**config.mk**
```make
export PLATFORM = sky130hd
export DESIGN_NAME = parking_system
export DESIGN_NICKNAME = d
export VERILOG_FILES = /design/src/rtl/parking_pkg.sv /design/src/rtl/slot_allocator.sv /design/src/rtl/parking_system.sv
export SDC_FILE = /design/constraint.sdc
export NUM_CORES = 1
export LEC_CHECK = 0
export ABC_AREA = 0
export CAP_MARGIN = 5
export CELL_PAD_IN_SITES_DETAIL_PLACEMENT = 2
export CELL_PAD_IN_SITES_GLOBAL_PLACEMENT = 2
export CORE_ASPECT_RATIO = 1.1
export CORE_UTILIZATION = 19
export DETAILED_ROUTE_END_ITERATION = 8
export PLACE_DENSITY_LB_ADDON = 0.1
export SETUP_SLACK_MARGIN = 0.15
export SYNTH_ARGS = -nofsm -noshare
export SYNTH_HDL_FRONTEND = slang
export SYNTH_SLANG_ARGS = --single-unit
```
**constraint.sdc**
```tcl
create_clock -name clock -period 2.7 [get_ports clock]
set_input_delay 0.405 -clock clock [delete_from_list [all_inputs] [get_ports clock]]
set_output_delay 0.405 -clock clock [all_outputs]
set_load 0.01 [all_outputs]
```
**src/rtl/parking_pkg.sv**
```systemverilog
// ============================================================================
// Module   : parking_pkg
// Purpose  : Shared types, constants and exit-code helper for the parking lot.
// Revision : 1.0
// ============================================================================
`default_nettype none

package parking_pkg;

    localparam int NUM_SLOTS = 7;
    localparam logic [7:0] DEFAULT_CODE_BASE = 8'd47;

    typedef logic [2:0] slot_idx_t;
    typedef logic [7:0] code_t;

    function automatic code_t code_of(input slot_idx_t slot,
                                      input code_t base = DEFAULT_CODE_BASE);
        return base + code_t'(slot);
    endfunction

endpackage

`default_nettype wire

```
**src/rtl/slot_allocator.sv**
```systemverilog
// ============================================================================
// Module   : slot_allocator
// Purpose  : Combinational priority encoder picking the highest free slot.
// Revision : 1.0
// ============================================================================
`default_nettype none

module slot_allocator
    import parking_pkg::*;
(
    input  logic [7:1]  i_occupancy,
    output logic        o_found,
    output slot_idx_t   o_slot_idx
);

    // Ascending scan: the last free slot seen is the highest-numbered one.
    always_comb begin
        o_found    = 1'b0;
        o_slot_idx = '0;
        for (int i = 1; i <= NUM_SLOTS; i++) begin
            if (!i_occupancy[i]) begin
                o_found    = 1'b1;
                o_slot_idx = slot_idx_t'(i);
            end
        end
    end

endmodule

`default_nettype wire

```
**src/rtl/parking_system.sv**
```systemverilog
// ============================================================================
// Module   : parking_system
// Purpose  : Seven-slot parking controller: allocation, coded exit, panel data.
// Revision : 1.0
// ============================================================================
`default_nettype none

module parking_system
    import parking_pkg::*;
#(
    parameter code_t CODE_BASE = DEFAULT_CODE_BASE
)
(
    input  logic        clock,
    input  logic        g1_reset,
    output logic [7:1]  register,
    input  logic        car_exit,
    input  logic [2:0]  exit_from,
    input  logic [7:0]  exit_code,
    input  logic        car_arrival,
    output logic [2:0]  available_slots,
    output logic        can_park,
    output logic [7:0]  l0,
    output logic [7:0]  l1,
    output logic [7:0]  l2,
    output logic [7:0]  l3,
    output logic [7:0]  l4,
    output logic [7:0]  l5,
    output logic [7:0]  l6,
    output logic [7:0]  l7
);

    // Initialisers give reset-equivalent power-up state.
    logic [7:1] r_occ     = '0;
    code_t      r_last    = '0;
    code_t      w_code [1:7];

    logic       w_found;
    slot_idx_t  w_slot;
    logic [7:1] w_arr_hot;
    logic [7:1] w_exit_dec;
    logic [7:1] w_exit_hot;
    logic       w_exit_ok;
    logic [2:0] w_count;

    slot_allocator u_alloc (
        .i_occupancy (r_occ),
        .o_found     (w_found),
        .o_slot_idx  (w_slot)
    );

    // exit_from==0 decodes to no slot, so it can never be accepted.
    always_comb begin
        w_arr_hot  = '0;
        w_exit_dec = '0;
        for (int i = 1; i <= NUM_SLOTS; i++) begin
            w_arr_hot[i]  = car_arrival && w_found && (w_slot == slot_idx_t'(i));
            w_exit_dec[i] = (exit_from == slot_idx_t'(i));
        end
        w_exit_ok  = car_exit && (|(r_occ & w_exit_dec))
                     && (exit_code == code_of(exit_from, CODE_BASE));
        w_exit_hot = w_exit_ok ? w_exit_dec : '0;
    end

    always_ff @(posedge clock) begin
        if (g1_reset) begin
            r_occ  <= '0;
            r_last <= '0;
        end else begin
            r_occ <= (r_occ | w_arr_hot) & ~w_exit_hot;
            if (car_arrival && w_found)
                r_last <= code_of(w_slot, CODE_BASE);
        end
    end

    for (genvar g = 1; g <= NUM_SLOTS; g++) begin : g_slot
        code_t r_code = '0;

        always_ff @(posedge clock) begin
            if (g1_reset)
                r_code <= '0;
            else if (w_arr_hot[g])
                r_code <= code_of(slot_idx_t'(g), CODE_BASE);
            else if (w_exit_hot[g])
                r_code <= '0;
        end

        assign w_code[g] = r_code;
    end

    always_comb begin
        w_count = '0;
        for (int i = 1; i <= NUM_SLOTS; i++)
            w_count = w_count + 3'(r_occ[i]);
    end

    assign register        = r_occ;
    assign available_slots = 3'(NUM_SLOTS) - w_count;
    assign can_park        = (available_slots != 3'd0);
    assign l0              = r_last;
    assign l1              = w_code[1];
    assign l2              = w_code[2];
    assign l3              = w_code[3];
    assign l4              = w_code[4];
    assign l5              = w_code[5];
    assign l6              = w_code[6];
    assign l7              = w_code[7];

endmodule

`default_nettype wire

```
Yosys cells after proc, flatten, opt, wreduce, memory -nomap -nowiden:

Index checks and enable logic that the tools add are counted.

* flip-flop bits (word level): 38
* bits of input ports: 15
* output and inout port bits: 75
* logic and storage cells: 85

* $add $sub $neg: 9
* equal/unequal tests: 15
* mux-type cells: 29
* bitwise operators: 4
* reduce and logical (&&, ||, !) cells: 19

Operators with widths (count)
* $mux 6: 14
* $eq 3x3->1 const B: 8
* $add 6x3->7 const A: 2
* $and 7x7->7: 2
* $reduce_bool 2->1: 7
* $add 3x1->3: 4
* $eq 3x2->1 const B: 4
* $mux 3: 4
* $logic_and 1x1->1: 10
* $eq 8x7->1: 1
* $mux 1: 8
* $mux 7: 1
* $not 7->7: 1
* $or 7x7->7: 1
* $reduce_or 7->1: 1
* $eq 3x1->1 const B: 2
* $mux 2: 2
* $add 2x1->3: 1
* $reduce_bool 3->1: 1
* $sub 3x3->3 const A: 1
* $add 1x1->2: 1

Longest topological paths before layout:

* depth after elaboration: 11
* gate-level depth with buffers: 9
* depth with buffers taken out: 9

Cells and area by module:

From an unflattened synthesis, not the netlist that was laid out.

* cells, all modules: 195
* area, all modules: 1677.9 sq um

Modules (own cells, without submodules)
* parking_system: times used 1, cells each 185, area each 1624.1 sq um, seq. area each 400.4 sq um
* slot_allocator: times used 1, cells each 10, area each 53.8 sq um, seq. area each 0.0 sq um

Least setup slack after synthesis:

No wires, ideal clock.

* path type: register -> output
* start point: reg r_occ (netlist bit register[5])
* end point: out can_park
* arrival: 2464 ps
* data required time: 2295 ps
* setup slack: -169 ps
* cell stages (with the launch flop): 9
* path buffers: 0
* path through: dfxtp_1 inv_1 fa_1 inv_1 ha_1 fa_1 ha_1 inv_1 or3_1

* word-level cells in the longest chain between the ends: 5

Ends and longest elaborated chain
* start, declared: line parking_system.sv:34 `logic [7:1] r_occ = '0;`
* start signal, assigned: line parking_system.sv:70 `r_occ <= (r_occ | w_arr_hot) & ~w_exit_hot;`
* $add 3x1->3 (3 in series): line parking_system.sv:94 `w_count = w_count + 3'(r_occ[i]);`
* $sub 3x3->3: line parking_system.sv:98 `assign available_slots = 3'(NUM_SLOTS) - w_count;`
* net available_slots[1]: line parking_system.sv:21 `output logic [2:0] available_slots,`
* $reduce_bool 3->1: line parking_system.sv:99 `assign can_park = (available_slots != 3'd0);`
* end, declared: line parking_system.sv:22 `output logic can_park,`

The timed path passes the listed nets, and every way through them passes these cells.

Final worst setup path:

* start point: reg r_occ (netlist bit register[6])
* end point: out can_park

* word-level cells in the longest chain between the ends: 4

Ends and longest elaborated chain (line)
* $add 3x1->3 (2 in series): parking_system.sv:94
* $sub 3x3->3: parking_system.sv:98
* $reduce_bool 3->1: parking_system.sv:99

Every way passes these cells.

==> impl_metrics.toml <==
[outcome]
status = "finished, violations left"
violations = "setup timing"

[timing]
rsz0062_at_grt = "yes"
fin_ws_ns = -0.3830
post-route-min-period_ns = 3.083
fin_worst_skew_ns = 0.002941
tightest_slew_ns = 0.8394
slew_violations = 0
setup_viol = 3
hold_viol_final = 0
relSlewSlack_pct = 43.87
fin_crit_sh_pct = 114.2
max_freq_ghz = 0.3244

[floorplan]
core-area_sq_um = 8539
row_count = 35
die-area_sq_um = 9399
io_pins = 90
fp.dieW_microns = 92.53
die-height_microns = 101.6
start_util_pct = 20.06

[critical_path]
cpMostUsedCell = "inv_2"
critPathSlowestCell = "fa_1"
arrival_ns = 2.68
crit_path_max_fanout = 2
worstPathRequired_ns = 2.30
path_buf_inv = 4
cpLargestDelayFamily = "adder cells"
path_depth = 9
cp_cell_sequence = "inv_2 -> fa_1 -> inv_2 -> ha_4 -> fa_1 -> ha_4 -> inv_2 -> or3_4 -> buf_6"
max_stage_delay_ns = 0.55
ff2ff_path_depth = 9
cp-start-kind = "register"
critPathKind = "register to output pin"
crit_path_end_kind = "output pin"

[detailed_routing]
detail_route.vias_per_cell = 4.030
drcViolationCount = 0
routed_wl_microns = 5019
post_drt_wl_per_cell_microns = 13.75
first_iter_violations = 26
num_vias = 1471
drtPass1Iterations = 2
antenna_left = 0

[pwr]
finalPower_w = 0.0007516
swShare_pct = 31.86
power.density_nw_per_um2 = 321.4
clockPowerShare_pct = 28.8
combPwrFrac_pct = 29.6
total_leakage_power_nw = 0.9469
internal_power_w = 0.0005122
pwr-share-seq_pct = 41.6
switchingPower_w = 0.0002394
ir_worst_vdd_mv = 0.1278

[synth]
async_flop_share_pct = 0
synth-main-ff-cell = "dfxtp_1"
yosysMostFrequentCell = "buf_4"
netlist_area_sq_um = 1713
syn_avg_cell_area_sq_um = 8.564
synth_area_leader_cell = "dfxtp_1"
synth_cells = 200
synth.area.top_cells = "dfxtp_1 (23%), buf_4 (23%), ha_1 (12%)"
synth_cell_type_count = 37
synth_commonest_cells = "buf_4 (53), dfxtp_1 (20), inv_1 (19), ha_1 (16)"
synth-seq-cells = 20
yosysWarnings = 0
yosysSeqAreaShare_pct = 23.37
synth-edff-count = 0
yosysTopAreaCellShare_pct = 23.37

[clock_tree]
cts_buffers = 3
htree_num_levels = 1
cts_tree = "yes"
clock-root-buffer = "clkbuf_8"
cts_buffer_depth = 2
worst_setup_hold_path_clk_slew_ns = 0.08
numClockSinks = 20
clk_latency_ns = 0.27
cts_setup_buffers = 0

[worst_hold_path]
hold_path.class = "register to register"
hold_path_depth = 2

[grt]
overflow = 0
grt.total_usage_pct = 11.45
antenna_found_initial = 0
grt_pass1_vias = 1630
grt_pass1_wl_microns = 8404
grt_max_degree = 21

[place]
hpwl_microns = 4053
port_buffers = 54
dp_slack_ns = -0.4440
gp_congestion = 0.6995
place_area_sq_um = 2278

[cells_and_area]
drive_gt1_share_pct = 18.11
num_antenna_cells = 0
syn_to_final_growth_pct = 36.52
fin_area_sq_um = 2338
fillers = 1001
finalNetCount = 289

[job]
drv_cap = 0
==> layout make-up <==
cell class / count / area [sq um] / share of cell area (%)
Multi-Input combinational cell: 137 / 994.7 / 42.54
Timing Repair Buffer: 73 / 675.6 / 28.89
Sequential cell: 20 / 409.1 / 17.50
Tap cell: 111 / 138.9 / 5.939
Inverter: 20 / 75.07 / 3.210
Clock buffer: 3 / 41.29 / 1.766
Clock inverter: 1 / 3.754 / 0.1605
==> timing repair <==
| action | 4_1_cts | 5_1_grt |
|---|---|---|
| endpoints found under the hold margin | 0 | 0 |
| setup endpoints to repair | 4 | 4 |
| resized for setup | 20 | 3 |
| pin swaps | 3 | 2 |
| hold buffers | 0 | 0 |
==> state kept, by name (all words and copies together), names as in the netlist <==
register / flops
l1: 1
l3: 1
l7: 1
l0: 6
register: 7
l4: 1
l2: 1
l5: 1
l6: 1
==> power groups by stage <==
stage / clock (W) / combinational [W] / sequential [W]
after global routing: 0.000240 / 0.000248 / 0.000314
after floorplan: 0 / 0.000148 / 0.000326
after detailed placement: 0 / 0.000221 / 0.000320
after CTS: 0.000230 / 0.000225 / 0.000313
final: 0.000217 / 0.000222 / 0.000312
after global placement: 0 / 0.000218 / 0.000319
==> placed cells by master, fill, tap and decap left out, types with 7 or more instances in the layout <==
master	count
nor2_1	7
buf_4	19
ha_1	13
clkdlybuf4s50_1	50
inv_1	14
nand3_1	8
a21oi_1	8
conb_1	35
dfxtp_1	17
a211oi_1	7
==> final timing paths <==
check | slack [ns] | start | to
setup reg to reg | 0.47 | register[1]$_SDFF_PP0_ | l6[4]$_SDFFE_PP0P_
hold reg to reg | 0.46 | l0[3]$_SDFFE_PP0P_ | l0[3]$_SDFFE_PP0P_
setup / recovery | -0.38 | register[6]$_SDFF_PP0_ | can_park
hold / removal | 0.46 | l0[3]$_SDFFE_PP0P_ | l0[3]$_SDFFE_PP0P_
==> logic make-up after synthesis <==
kind of cell / count (synthesis) / share of synthesized area [%]
simple gates: 33 / 10.23
mux: 3 / 2.191
other cells: 1 / 0.2189
xor+xnor: 6 / 3.068
flops: 20 / 23.37
buf+inv: 77 / 28.93
compound gates: 41 / 16.80
fa+ha+maj: 19 / 15.19
==> worst register-to-register path, delay by kind of cell, from the launching register on <==
kind,cells,cell delay (ns)
fa+ha+maj,1,0.29
flops,1,0.51
simple gates,3,0.46
compound gates,4,0.79
buf+inv,1,0.11
==> metrics by stage <==
step | util, % | hold WS [ns] | setup TNS, ns | instances
CTS | 27.34 | 0.4685 | -0.7388 | 365
detailed placement | 26.68 | 0.4554 | -0.8578 | 361
global route | 27.38 | 0.5032 | -0.8272 | 365
finish | 27.38 | 0.4590 | -0.5859 | 365
global placement | 26.68 | 0.4492 | -0.7362 | 361
floorplan | - | 0.4761 | 0 | 234
==> layer usage <==
layer | vias to the layer above | routed length [microns] | track usage [%]
met1 | 706 | 2226 | 13.97
li1 | 704 | - | -
met3 | 7 | 236 | 1.351
met5 | - | 0 | 0
met4 | 0 | 94 | 4.447
met2 | 54 | 2461 | 20.51
Note: power is estimated with default switching activity, not from simulation.
